[config.mk]
export PLATFORM = sky130hd
export DESIGN_NAME = filterbank_taps_sender
export DESIGN_NICKNAME = d
export VERILOG_FILES = /design/src/rtl/filterbank_taps_sender_pkg.sv /design/src/rtl/filterbank_taps_sender_tap_buffer.sv /design/src/rtl/filterbank_taps_sender.sv
export SDC_FILE = /design/constraint.sdc
export NUM_CORES = 1
export LEC_CHECK = 0
export CAP_MARGIN = 0
export CORE_MARGIN = 5
export CORE_UTILIZATION = 57
export DETAILED_ROUTE_END_ITERATION = 10
export GPL_TIMING_DRIVEN = 0
export HOLD_SLACK_MARGIN = 0.12
export PLACE_DENSITY_LB_ADDON = 0.1
export SLEW_MARGIN = 20
export SYNTH_ARGS = -nofsm -noshare
export SYNTH_HDL_FRONTEND = slang
export SYNTH_SLANG_ARGS = --single-unit
[constraint.sdc]
create_clock -name clk -period 4.6 [get_ports clk]
set_input_delay 1.38 -clock clk [delete_from_list [all_inputs] [get_ports clk]]
set_output_delay 1.38 -clock clk [all_outputs]
set_load 0.01 [all_outputs]
[src/rtl/filterbank_taps_sender_pkg.sv]
// ----------------------------------------------------------------------------
// filterbank_taps_sender_pkg : shared message word layout and sender states
// Revision: 1.0
// ----------------------------------------------------------------------------
`default_nettype none

package filterbank_taps_sender_pkg;

  localparam int c_MSG_WIDTH = 32;
  localparam int c_LEN_WIDTH = 8;
  localparam int c_ID_WIDTH  = 8;
  localparam int c_FILT_LSB  = 8;
  localparam int c_DEST_LSB  = 0;

  localparam logic [0:0] c_ST_LOAD = 1'b0;
  localparam logic [0:0] c_ST_SEND = 1'b1;

  // The flag sits at the MSB and the length field lies directly beneath it.
  function automatic int hdr_flag_pos(input int msg_width);
    return msg_width - 1;
  endfunction

  function automatic int hdr_len_lsb(input int msg_width);
    return msg_width - 1 - c_LEN_WIDTH;
  endfunction

endpackage

`default_nettype wire

[src/rtl/filterbank_taps_sender_tap_buffer.sv]
// ----------------------------------------------------------------------------
// filterbank_taps_sender_tap_buffer : one-write/one-read tap store, 1-cycle read
// Revision: 1.0
// ----------------------------------------------------------------------------
`default_nettype none

module filterbank_taps_sender_tap_buffer #(
  parameter int DEPTH      = 4,
  parameter int DATA_WIDTH = 16,
  parameter int ADDR_WIDTH = 2
) (
  input  logic                  clk,
  input  logic                  wr_en,
  input  logic [ADDR_WIDTH-1:0] wr_addr,
  input  logic [DATA_WIDTH-1:0] wr_data,
  input  logic [ADDR_WIDTH-1:0] rd_addr,
  output logic [DATA_WIDTH-1:0] rd_data
);

  logic [DATA_WIDTH-1:0] r_mem [DEPTH];
  logic [DATA_WIDTH-1:0] r_rd_data;

  always_ff @(posedge clk) begin
    if (wr_en) begin
      r_mem[wr_addr] <= wr_data;
    end
    r_rd_data <= r_mem[rd_addr];
  end

  assign rd_data = r_rd_data;

endmodule

`default_nettype wire

[src/rtl/filterbank_taps_sender.sv]
// ----------------------------------------------------------------------------
// filterbank_taps_sender : buffers one filter's taps and emits a tap-set message
// Revision: 1.0
// ----------------------------------------------------------------------------
`default_nettype none

module filterbank_taps_sender
  import filterbank_taps_sender_pkg::*;
#(
  parameter int MSG_WIDTH     = c_MSG_WIDTH,
  parameter int TAP_WIDTH     = 16,
  parameter int FILTER_LENGTH = 4,
  parameter int N_FILTERS     = 2,
  parameter int DEST_ID       = 1
) (
  input  logic                 clk,
  input  logic                 rst_n,
  input  logic [TAP_WIDTH-1:0] in_tap,
  input  logic                 in_tap_nd,
  input  logic [7:0]           in_filter,
  input  logic                 in_send,
  output logic [MSG_WIDTH-1:0] out_msg,
  output logic                 out_msg_nd,
  output logic                 busy,
  output logic                 error
);

  localparam int c_CW       = $clog2(FILTER_LENGTH + 1);
  localparam int c_AW       = (FILTER_LENGTH > 1) ? $clog2(FILTER_LENGTH) : 1;
  localparam int c_FLAG_POS = hdr_flag_pos(MSG_WIDTH);
  localparam int c_LEN_LSB  = hdr_len_lsb(MSG_WIDTH);
  localparam logic [c_CW-1:0] c_FULL = c_CW'(FILTER_LENGTH);

  logic [0:0]            r_state;
  logic [0:0]            w_state_nxt;
  logic [c_CW-1:0]       r_count;
  logic [c_CW-1:0]       r_word;
  logic [c_ID_WIDTH-1:0] r_filter;
  logic [MSG_WIDTH-1:0]  r_out_msg;
  logic                  r_out_nd;
  logic                  r_busy;
  logic                  r_error;

  logic                  w_full;
  logic                  w_idx_ok;
  logic                  w_send_ok;
  logic                  w_last;
  logic                  w_wr_en;
  logic                  w_err_evt;
  logic [c_AW-1:0]       w_rd_addr;
  logic [TAP_WIDTH-1:0]  w_rd_data;
  logic [MSG_WIDTH-1:0]  w_header;
  logic [MSG_WIDTH-1:0]  w_msg_nxt;
  logic                  w_nd_nxt;

  // Send eligibility uses the count before any write landing this cycle.
  assign w_full    = (r_count == c_FULL);
  assign w_idx_ok  = ({1'b0, in_filter} < 9'(N_FILTERS));
  assign w_send_ok = in_send && w_full && w_idx_ok;
  assign w_last    = (r_word == c_FULL);

  always_comb begin
    w_header = '0;
    w_header[c_FLAG_POS]                           = 1'b1;
    w_header[c_LEN_LSB +: c_LEN_WIDTH]             = c_LEN_WIDTH'(FILTER_LENGTH);
    w_header[c_FILT_LSB +: c_ID_WIDTH]             = r_filter;
    w_header[c_DEST_LSB +: c_ID_WIDTH]             = c_ID_WIDTH'(DEST_ID);
  end

  always_ff @(posedge clk or negedge rst_n) begin
    if (!rst_n) begin
      r_state <= c_ST_LOAD;
    end else begin
      r_state <= w_state_nxt;
    end
  end

  always_comb begin
    w_state_nxt = r_state;
    case (r_state)
      c_ST_LOAD: if (w_send_ok) w_state_nxt = c_ST_SEND;
      c_ST_SEND: if (w_last)    w_state_nxt = c_ST_LOAD;
      default:                  w_state_nxt = c_ST_LOAD;
    endcase
  end

  // r_word 0 is the header cycle; it also launches the tap-0 read so each
  // payload cycle forwards the word fetched on the previous edge.
  always_comb begin
    w_wr_en   = 1'b0;
    w_err_evt = 1'b0;
    w_rd_addr = '0;
    w_msg_nxt = r_out_msg;
    w_nd_nxt  = 1'b0;
    case (r_state)
      c_ST_LOAD: begin
        w_wr_en   = in_tap_nd && !w_full;
        w_err_evt = (in_tap_nd && w_full) || (in_send && !w_send_ok);
      end
      c_ST_SEND: begin
        w_err_evt = in_tap_nd || in_send;
        w_nd_nxt  = 1'b1;
        w_msg_nxt = (r_word == '0) ? w_header : MSG_WIDTH'(w_rd_data);
        if (!w_last) begin
          w_rd_addr = c_AW'(r_word);
        end
      end
      default: ;
    endcase
  end

  always_ff @(posedge clk or negedge rst_n) begin
    if (!rst_n) begin
      r_count   <= '0;
      r_word    <= '0;
      r_filter  <= '0;
      r_out_msg <= '0;
      r_out_nd  <= 1'b0;
      r_busy    <= 1'b0;
      r_error   <= 1'b0;
    end else begin
      if (r_state == c_ST_SEND && w_last) begin
        r_count <= '0;
      end else if (w_wr_en) begin
        r_count <= r_count + c_CW'(1);
      end
      r_word <= (r_state == c_ST_SEND && !w_last) ? r_word + c_CW'(1) : '0;
      if (r_state == c_ST_LOAD && w_send_ok) begin
        r_filter <= in_filter;
      end
      r_out_msg <= w_msg_nxt;
      r_out_nd  <= w_nd_nxt;
      r_busy    <= w_nd_nxt;
      r_error   <= r_error | w_err_evt;
    end
  end

  filterbank_taps_sender_tap_buffer #(
    .DEPTH      (FILTER_LENGTH),
    .DATA_WIDTH (TAP_WIDTH),
    .ADDR_WIDTH (c_AW)
  ) u_tap_buffer (
    .clk     (clk),
    .wr_en   (w_wr_en),
    .wr_addr (c_AW'(r_count)),
    .wr_data (in_tap),
    .rd_addr (w_rd_addr),
    .rd_data (w_rd_data)
  );

  assign out_msg    = r_out_msg;
  assign out_msg_nd = r_out_nd;
  assign busy       = r_busy;
  assign error      = r_error;

endmodule

`default_nettype wire

==> results.toml, run 1 <==
[status]
status = "finished, final reports clean"

[routing]
dr.pass1.iters = 4
postRouteAntennaNets = 0
dr.first_iter.drc_count = 134
num_vias = 2291
post_drt_wl_per_cell_um = 16.7
vias_per_cell = 5.11
drcViolationCount = 0
totalWireLength_um = 7480

[worst_setup_path]
slowest_stage = "clkdlybuf4s50_1"
crit_family = "buffers and inverters"
slowest_delay_ns = 0.52
cp.arrival_ns = 1.49
critPathCaptureType = "output port"
crit_fanout = 3
worstRegToRegCells = 4
cp_num_cells = 2
crit_buf_inv = 2
cp_cell_sequence = "buf_4, clkdlybuf4s50_1"
start_kind = "flip-flop"
crit_required_ns = 3.22
critPathKind = "flip-flop to output port"

[yosys]
synthTopCellsByArea = "edfxtp_1 (45%), dfrtp_1 (20%), mux4_2 (8.5%)"
seq_area_frac_synth_pct = 72.5
synth_top_area_cell = "edfxtp_1"
netlist.area_leader.share_pct = 45.1
ys_types = 31
avgSynthCellArea_um2 = 16.7
yosysWarnings = 0
synth_area_um2 = 4260
syn_inst = 255
synth_seq_cells = 114

[cts]
clk_pin_slew_ns = 0.06
tritoncts = "yes"
holdBufCountCts = 0
post_cts_buffers = 0
cts.sinks = 114
htreeDepth = 4
cts_buffer_depth = 2
cts-resized-gates = 0
root_buffer = "clkbuf_8"
clock_latency_ns = 0.50
cts_inserted_buffers = 17

[worst_hold_path]
min_path_type = "flip-flop to flip-flop"
whs_path_depth = 2

[die]
num_io_pins = 63
start_util_pct = 58.8
rows = 31
die_w_um = 96.5
die_area_um2 = 9310
coreArea_um2 = 7250
fp.dieH_um = 96.5

[power_and_ir_drop]
power_mw = 3.18
p_leak_nw = 2.28
ir_drop_v = 0.000352
p_per_area_nw_per_um2 = 577

[sta]
whs_ns = 0.438
rsz0062_at_grt = "no"
period_share_pct = 62.4
min_period_ns = 2.87
setup_viol = 0
worst-slew-pin-transition_ns = 0.925
fin_setup_tns_ns = 0
fmax_mhz = 348
slew_viol_final = 0
slew_headroom_pct = 38.3
hold_viol = 0
fin_worst_skew_ns = 0.00839

[global_route]
grt_max_degree = 23
grt_antenna_before_repair = 0
grt_pass1_wl_um = 12000
first_global_vias = 2328
overflow = 0
grtUsageTotal_pct = 18.1

[final_layout]
nNetsFinal = 370
drive_gt1_share_pct = 22.6
utilization_pct = 76.0
n_antenna_cell = 0
nFillCells = 463
area_growth_pct = 29.3
finalInstanceArea_um2 = 5510

[run]
drv_cap = 0

[place]
gp_congestion = 0.748
place_area_um2 = 4940
portBuffers = 48
hpwlAfterDp_um = 4780
## report_power, final
group          internal [mW]  leakage, nW  switching, mW
clock network          0.773        0.273          0.451
registers               1.32         1.15         0.0886
logic                  0.280        0.855          0.268
total                   2.37         2.28          0.808
## per-stage QoR
stage	worst slack (ns)	std cells
global placement	1.34	415
floorplan	2.26	268
finish	1.73	448
detailed placement	1.31	416
CTS	1.70	448
global route	1.67	448
## worst reg2reg max path, cell delays in order (launching register included)
cell	delay, ns
dfrtp_1	0.39
inv_1	0.09
ha_1	0.25
a21oi_1	0.34
and3_1	0.83
## routing by layer
metal  vias to the layer above  wire [um]  GRT usage [%]
met2                        74       3770           29.6
met5                         -          0              0
li1                       1081          -              -
met4                         0        109           6.31
met1                      1123       3120           22.7
met3                        13        482           6.20
## synth_stat cells
master / count
mux2i_1: 10
mux2_2: 2
buf_1: 1
a21oi_1: 12
inv_1: 12
dfrtp_1: 34
o21ai_0: 2
and4bb_2: 1
nand2_1: 10
a21boi_2: 1
mux4_2: 16
nand2b_1: 1
nor4_1: 1
buf_6: 2
o22ai_1: 7
nand3_1: 2
a221o_1: 1
and3_1: 5
nor2b_1: 2
buf_2: 3
conb_1: 1
nand4_2: 1
ha_1: 6
nand2_4: 1
buf_4: 18
nand2_2: 1
dfxtp_1: 16
edfxtp_1: 64
nor2_1: 13
a21o_1: 1
and2_1: 8
## layout by cell type (no fill, tap or decap), drive strengths merged, types with 13 or more instances in the layout
master | synthesis | routed
clkdlybuf4s50 | 0 | 47
dfxtp | 16 | 16
conb | 1 | 14
mux4 | 16 | 16
dfrtp | 34 | 34
buf | 24 | 26
edfxtp | 64 | 64
nor2 | 13 | 13
inv | 12 | 16
clkbuf | 0 | 17
## cell families (layout without fill, tap and decap cells)
group                    after synthesis  in the layout  synth area share (%)
adder cells (fa/ha/maj)                6              6                  1.76
flip-flops                           114            114                  72.5
AO/OA/AOI/OAI                         24             24                  3.35
other                                  1             14                0.0879
buffers and inverters                 36            117                  5.19
AND/OR/NAND/NOR                       46             46                  5.75
multiplexers                          28             28                  11.3
## cell type report
class / instances / area (um2) / area share [%]
clock buffer: 17 / 414 / 7.51
inverter: 12 / 45.0 / 0.817
sequential: 114 / 3090 / 56.1
buffer: 24 / 176 / 3.20
tap: 99 / 124 / 2.25
timing repair buffer: 49 / 503 / 9.13
clock inverter: 15 / 158 / 2.86
multi-input combinational: 118 / 998 / 18.1
## flip-flops by register name, summed over array words and instances (netlist names)
| name | count |
|---|---|
| r_count | 3 |
| r_word | 3 |
| error | 1 |
| out_msg | 17 |
| r_state | 1 |
| u_tap_buffer.rd_data | 16 |
| r_filter | 8 |
| u_tap_buffer.r_mem | 64 |
| busy | 1 |
## worst paths after layout
path,slack [ns],to,start
setup / recovery,1.73,out_msg[31],out_msg[25]
hold / removal,0.44,out_msg[4],u_tap_buffer.rd_data[4]
setup reg to reg,2.31,u_tap_buffer.r_mem[3][13],r_count[0]
hold reg to reg,0.44,out_msg[4],u_tap_buffer.rd_data[4]
max in group asynchronous,3.38,r_state,rst_n
min in group asynchronous,0.79,out_msg[4],rst_n
Note: power is estimated with default switching activity, not from simulation.
==> inputs of run 2 (changes only) <==
--- a/config.mk
+++ b/config.mk
@@ -7,7 +7,7 @@
 export LEC_CHECK = 0
 export CAP_MARGIN = 0
 export CORE_MARGIN = 5
-export CORE_UTILIZATION = 57
+export CORE_UTILIZATION = 48
 export DETAILED_ROUTE_END_ITERATION = 10
 export GPL_TIMING_DRIVEN = 0
 export HOLD_SLACK_MARGIN = 0.12
==> constraint.sdc (replaced) <==
create_clock -name clk -period 2.6 [get_ports clk]
set_input_delay 0.78 -clock clk [delete_from_list [all_inputs] [get_ports clk]]
set_output_delay 0.78 -clock clk [all_outputs]
set_load 0.01 [all_outputs]
==> run 2 against run 1 <==
Setup slack lost 1.5 ns. Design area is 1.0% higher. Highest routed layer unchanged. Die area is 17% higher. Critical path depth is 2 higher. Clock skew about the same. Global-route usage fell by 2.8 points. Largest cell class unchanged. Clock power is 96% higher.
==> results.toml, run 2 (synthesis gave the netlist of run 1 again) <==
[sta]
rsz0062_at_grt = "no"
hold_viol = 0
slew_headroom_pct = 33.6
min_period_ns = 2.36
period_share_pct = 90.7
slew_viol_final = 0
fin_worst_skew_ns = 0.00844
fmax_mhz = 424
worst-slew-pin-transition_ns = 0.996
setup_viol = 0

[final_layout]
n_antenna_cell = 0
nFillCells = 639
area_growth_pct = 30.5
nNetsFinal = 371
layout_common_cells = "edfxtp_1 (64), clkdlybuf4s50_1 (47), dfrtp_1 (34), buf_4 (18)"
largest_reg_flops = 64
regMostFlops = "u_tap_buffer.r_mem"
finalInstanceArea_um2 = 5570
fin_cells = 458
layout_commonest_cell = "edfxtp_1"
drive_gt1_share_pct = 21.4

[cts]
root_buffer = "clkbuf_8"
post_cts_buffers = 0
tritoncts = "yes"
clk_pin_slew_ns = 0.06
cts_inserted_buffers = 17
htreeDepth = 4
holdBufCountCts = 1
cts_buffer_depth = 2
cts-resized-gates = 0
clock_latency_ns = 0.50
cts.sinks = 114

[global_route]
overflow = 0
grt_max_degree = 30
grt_pass1_wl_um = 12600
first_global_vias = 2319
grtUsageTotal_pct = 15.3
grt_antenna_before_repair = 0

[place]
gp_congestion = 0.763
portBuffers = 48
place_inst = 425
hpwlAfterDp_um = 4820
place_area_um2 = 4940

[routing]
dr.first_iter.drc_count = 96
totalWireLength_um = 7820
num_vias = 2276
vias_per_cell = 4.97
dr.pass1.iters = 4
post_drt_wl_per_cell_um = 17.1
drcViolationCount = 0
postRouteAntennaNets = 0

[die]
die_w_um = 104
coreArea_um2 = 8680
num_io_pins = 63
die_area_um2 = 10900
start_util_pct = 49.1
rows = 34
fp.dieH_um = 104

[status]
status = "finished, final reports clean"

[worst_setup_path]
rr_startpoint = "r_count[0]"
reg2reg_slack_ns = 0.24
crit_fanout = 17
crit_required_ns = 2.71
critPathCaptureType = "flip-flop"
cp.arrival_ns = 2.47
start_kind = "flip-flop"
startpoint = "r_count[0]"
critPathKind = "flip-flop to flip-flop"

[power_and_ir_drop]
p_per_area_nw_per_um2 = 1050
ir_drop_v = 0.000498
power_mw = 5.85
p_leak_nw = 2.30

[worst_hold_path]
hp-start = "u_tap_buffer.rd_data[1]"
min_path_type = "flip-flop to flip-flop"

[run]
drv_cap = 0
## run 2: changes by cell type in the layout (fill, tap and decap cells not counted), moves of 3 or more
cell       previous run  this run
clkinv_4              3         0
clkbuf_1              0         3
bufinv_16             2         5
inv_6                 4         0
## run 2: metrics by stage
step | worst slack (ns) | hold slack [ns] | utilization, % | TNS, ns
CTS | 0.218 | 0.454 | 64.1 | 0
global route | 0.0967 | 0.476 | 64.1 | 0
floorplan | 0.760 | 0.424 | - | 0
detailed placement | -0.0866 | 0.441 | 57.0 | -3.67
finish | 0.241 | 0.452 | 64.1 | 0
global placement | -0.104 | 0.433 | 56.8 | -6.91
## run 2: layer usage
layer	track usage, %	wire [um]	part of all wire [%]
met1	20.0	3400	44
met2	23.5	3830	49
met3	4.78	485	6.2
met4	6.85	95	1.2
met5	0	0	0
## run 2: final cells by class
class	count	area, um2	share of cell area, %
repair buffers	50	505	9.08
multi-input cells	118	998	17.9
clock buffers	20	425	7.64
well taps	108	135	2.43
plain buffers	24	176	3.17
inverters	12	45.0	0.809
clock inverters	12	188	3.37
flip-flops and latches	114	3090	55.6
## run 2: power by group
part | internal (mW) | switching, mW | total, mW
combinational | 0.495 | 0.473 | 0.968
sequential | 2.34 | 0.156 | 2.50
clock | 1.64 | 0.748 | 2.39
total | 4.47 | 1.38 | 5.85
## run 2: path summary, 6_finish.rpt
path                                             to  depth (start not counted)
min in group asynchronous               out_msg[15]                          2
max in group asynchronous               out_msg[13]                          3
hold reg to reg                          out_msg[1]                          2
setup reg to reg           u_tap_buffer.r_mem[3][0]                          4
setup / recovery           u_tap_buffer.r_mem[3][0]                          4
hold / removal                           out_msg[1]                          2
## run 2: worst max-delay path: stages, from the launching register on
cell and delay, ns:
dfrtp_1 0.40, inv_1 0.10, ha_1 0.25, a21oi_1 0.34, and3_1 0.88
==> inputs of run 3 (changes only) <==
--- a/config.mk
+++ b/config.mk
@@ -5,9 +5,10 @@
 export SDC_FILE = /design/constraint.sdc
 export NUM_CORES = 1
 export LEC_CHECK = 0
+export ABC_AREA = 1
 export CAP_MARGIN = 0
 export CORE_MARGIN = 5
-export CORE_UTILIZATION = 48
+export CORE_UTILIZATION = 49
 export DETAILED_ROUTE_END_ITERATION = 10
 export GPL_TIMING_DRIVEN = 0
 export HOLD_SLACK_MARGIN = 0.12
==> run 3 against run 2 <==
Critical path depth is 2 lower. Design area increased by 4.2%. First-iteration DRC count rose by 120%. Sequential cell count is the same. Clock power fell by 9.6%. Setup slack improved by 0.074 ns. Wire length increased by 20%. Largest power group unchanged. Global-route usage increased by 2.2 points. Largest cell class unchanged. Power down 3.1%.
==> results.toml, run 3 <==
[power_and_ir_drop]
p_per_area_nw_per_um2 = 977
p_switching_mw = 1.56
power_frac_seq_pct = 43.4
p_clk_share_pct = 38.1
sw_frac_of_total_pct = 27.5
ir_drop_v = 0.000562
internal_power_mw = 4.11
pwr-share-comb_pct = 18.5
p_leak_nw = 2.49

[yosys]
synth_edf_count = 64
synth_seq_cells = 114
async_flop_share_pct = 29.8
yosysWarnings = 0
synth_top_area_cell = "edfxtp_1"
synth.top_cells.by_count = "nand2_1 (97), edfxtp_1 (64), nand3_1 (54), dfrtp_1 (34), nor2_1 (22)"
synth_flop_cell = "edfxtp_1"
avgSynthCellArea_um2 = 11.4
synth_fa_ha_area_share_pct = 1.67
yosysMostFrequentCell = "nand2_1"
synth_compound_area_share_pct = 6.08
synthSimpleGateAreaFrac_pct = 16.7
synthMuxAreaShare_pct = 0
synth_top_family_by_area = "simple AND/OR/NAND/NOR gates"
seq_area_frac_synth_pct = 68.9
ys_types = 23
synthTopCellsByArea = "edfxtp_1 (43%), dfrtp_1 (19%), nand2_1 (8.1%)"
syn_inst = 394
netlist.area_leader.share_pct = 42.8
synth_area_um2 = 4490
synth-xor-area-share_pct = 0.390

[cts]
cts_buffer_depth = 2
cts_inserted_buffers = 17
htreeDepth = 4
clock_latency_ns = 0.52
root_buffer = "clkbuf_8"
tritoncts = "yes"
cts.sinks = 114
holdBufCountCts = 1
clk_pin_slew_ns = 0.06
cts-resized-gates = 0
post_cts_buffers = 0

[sta]
slew_headroom_pct = 62.3
min_period_ns = 2.28
setup_viol = 0
worst-slew-pin-transition_ns = 0.563
rsz0062_at_grt = "no"
fin_worst_skew_ns = 0.00945
fin_setup_tns_ns = 0
fmax_mhz = 438
period_share_pct = 87.9
hold_viol = 0
slew_viol_final = 0

[routing]
dr.pass1.iters = 4
drcViolationCount = 0
num_vias = 3012
postRouteAntennaNets = 0
totalWireLength_um = 9410
post_drt_wl_per_cell_um = 15.6
dr.first_iter.drc_count = 211
vias_per_cell = 4.99

[worst_setup_path]
worstRegToRegCells = 6
crit_required_ns = 1.82
cp_cell_sequence = "buf_4, clkdlybuf4s50_1"
slowest_delay_ns = 0.52
cp.arrival_ns = 1.50
rr_startpoint = "r_count[0]"
critPathCaptureType = "output port"
start_kind = "flip-flop"
critPathKind = "flip-flop to output port"
r2r_end = "u_tap_buffer.r_mem[3][9]"
crit_fanout = 3
reg2reg_slack_ns = 0.49
slowest_stage = "clkdlybuf4s50_1"

[final_layout]
nNetsFinal = 514
area_growth_pct = 29.2
n_antenna_cell = 0
drive_gt1_share_pct = 16.0
nFillCells = 724
largest_reg_flops = 64
layout_common_cells = "nand2_1 (97), edfxtp_1 (64), nand3_1 (54), clkdlybuf4s50_1 (47), dfrtp_1 (34)"
regMostFlops = "u_tap_buffer.r_mem"
fin_cells = 604
layout_commonest_cell = "nand2_1"

[place]
place_inst = 571
portBuffers = 48
hpwlAfterDp_um = 6330
gp_congestion = 0.752

[die]
start_util_pct = 49.5
fp.dieH_um = 106
die_area_um2 = 11200
die_w_um = 106
rows = 35
num_io_pins = 63
coreArea_um2 = 9060

[global_route]
grt_antenna_before_repair = 0
grt_max_degree = 30
overflow = 0
grtUsageTotal_pct = 17.5
first_global_vias = 2934
grt_pass1_wl_um = 14900

[worst_hold_path]
min_path_type = "flip-flop to flip-flop"
hp-start = "u_tap_buffer.rd_data[1]"
min_to = "out_msg[1]"
whs_path_depth = 2

[run]
drv_cap = 0

[status]
status = "finished, final reports clean"
run 3: cell count changes after synthesis, sizes merged, moves of 10 or more:
cell / delta
nand3: +53
mux4: -16
o21a: +16
nor2: +11
nand2: +86
mux2i: -10
run 3: power by group through the flow:
stage / combinational (mW) / sequential (mW) / clock, mW
final: 1.05 / 2.46 / 2.16
after global routing: 1.14 / 2.50 / 2.28
after CTS: 1.06 / 2.46 / 2.19
after detailed placement: 1.05 / 2.49 / 0
after global placement: 0.966 / 2.49 / 0
after floorplan: 0.452 / 2.54 / 0
run 3: final cells by class:
| type | count | area, um2 | share of cell area (%) |
|---|---|---|---|
| plain buffers | 33 | 209 | 3.60 |
| clock buffers | 17 | 414 | 7.14 |
| clock inverters | 15 | 146 | 2.52 |
| inverters | 18 | 67.6 | 1.16 |
| multi-input cells | 242 | 1180 | 20.3 |
| flip-flops and latches | 114 | 3090 | 53.3 |
| well taps | 111 | 139 | 2.39 |
| repair buffers | 54 | 554 | 9.55 |
run 3: kinds of logic after synthesis:
family / count (synthesis)
xor+xnor: 2
simple gates: 177
other cells: 1
fa+ha+maj: 6
compound gates: 43
buf+inv: 51
flops: 114
run 3: worst max path at each step:
stage / cells after the start / from / slack (ns) / endpoint
after floorplan: 2 / in_tap_nd / 0.53 / u_tap_buffer.r_mem[1][0]
after global placement: 3 / in_tap_nd / -0.57 / u_tap_buffer.r_mem[3][5]
after detailed placement: 4 / in_tap_nd / 0.008 / u_tap_buffer.r_mem[3][5]
after CTS: 2 / out_msg[25] / 0.29 / out_msg[31]
after global routing: 2 / out_msg[25] / 0.25 / out_msg[31]
final: 2 / out_msg[25] / 0.32 / out_msg[31]
run 3: per-stage QoR:
step / total power, mW / utilization, % / hold slack (ns) / cell area, um2 / worst slack (ns)
3_5_place_dp: 3.54 / 57.7 / 0.411 / 5230 / 0.00839
6_report: 5.67 / 64.0 / 0.427 / 5800 / 0.315
4_1_cts: 5.71 / 64.0 / 0.427 / 5800 / 0.288
5_1_grt: 5.92 / 64.0 / 0.443 / 5800 / 0.252
2_1_floorplan: 2.99 / - / 0.395 / 4540 / 0.526
3_3_place_gp: 3.46 / 56.9 / 0.412 / 5160 / -0.570
run 3: critical path, delay by kind of cell, from the launching register on:
kind     cells  cell delay, ns
buf+inv      2            0.63
flops        1            0.36
run 3: metal layers:
metal	GRT usage (%)	up-vias	wire, um
li1	-	1473	-
met2	28.1	104	4550
met4	6.66	0	141
met5	0	-	0
met1	22.2	1423	4140
met3	5.70	12	584
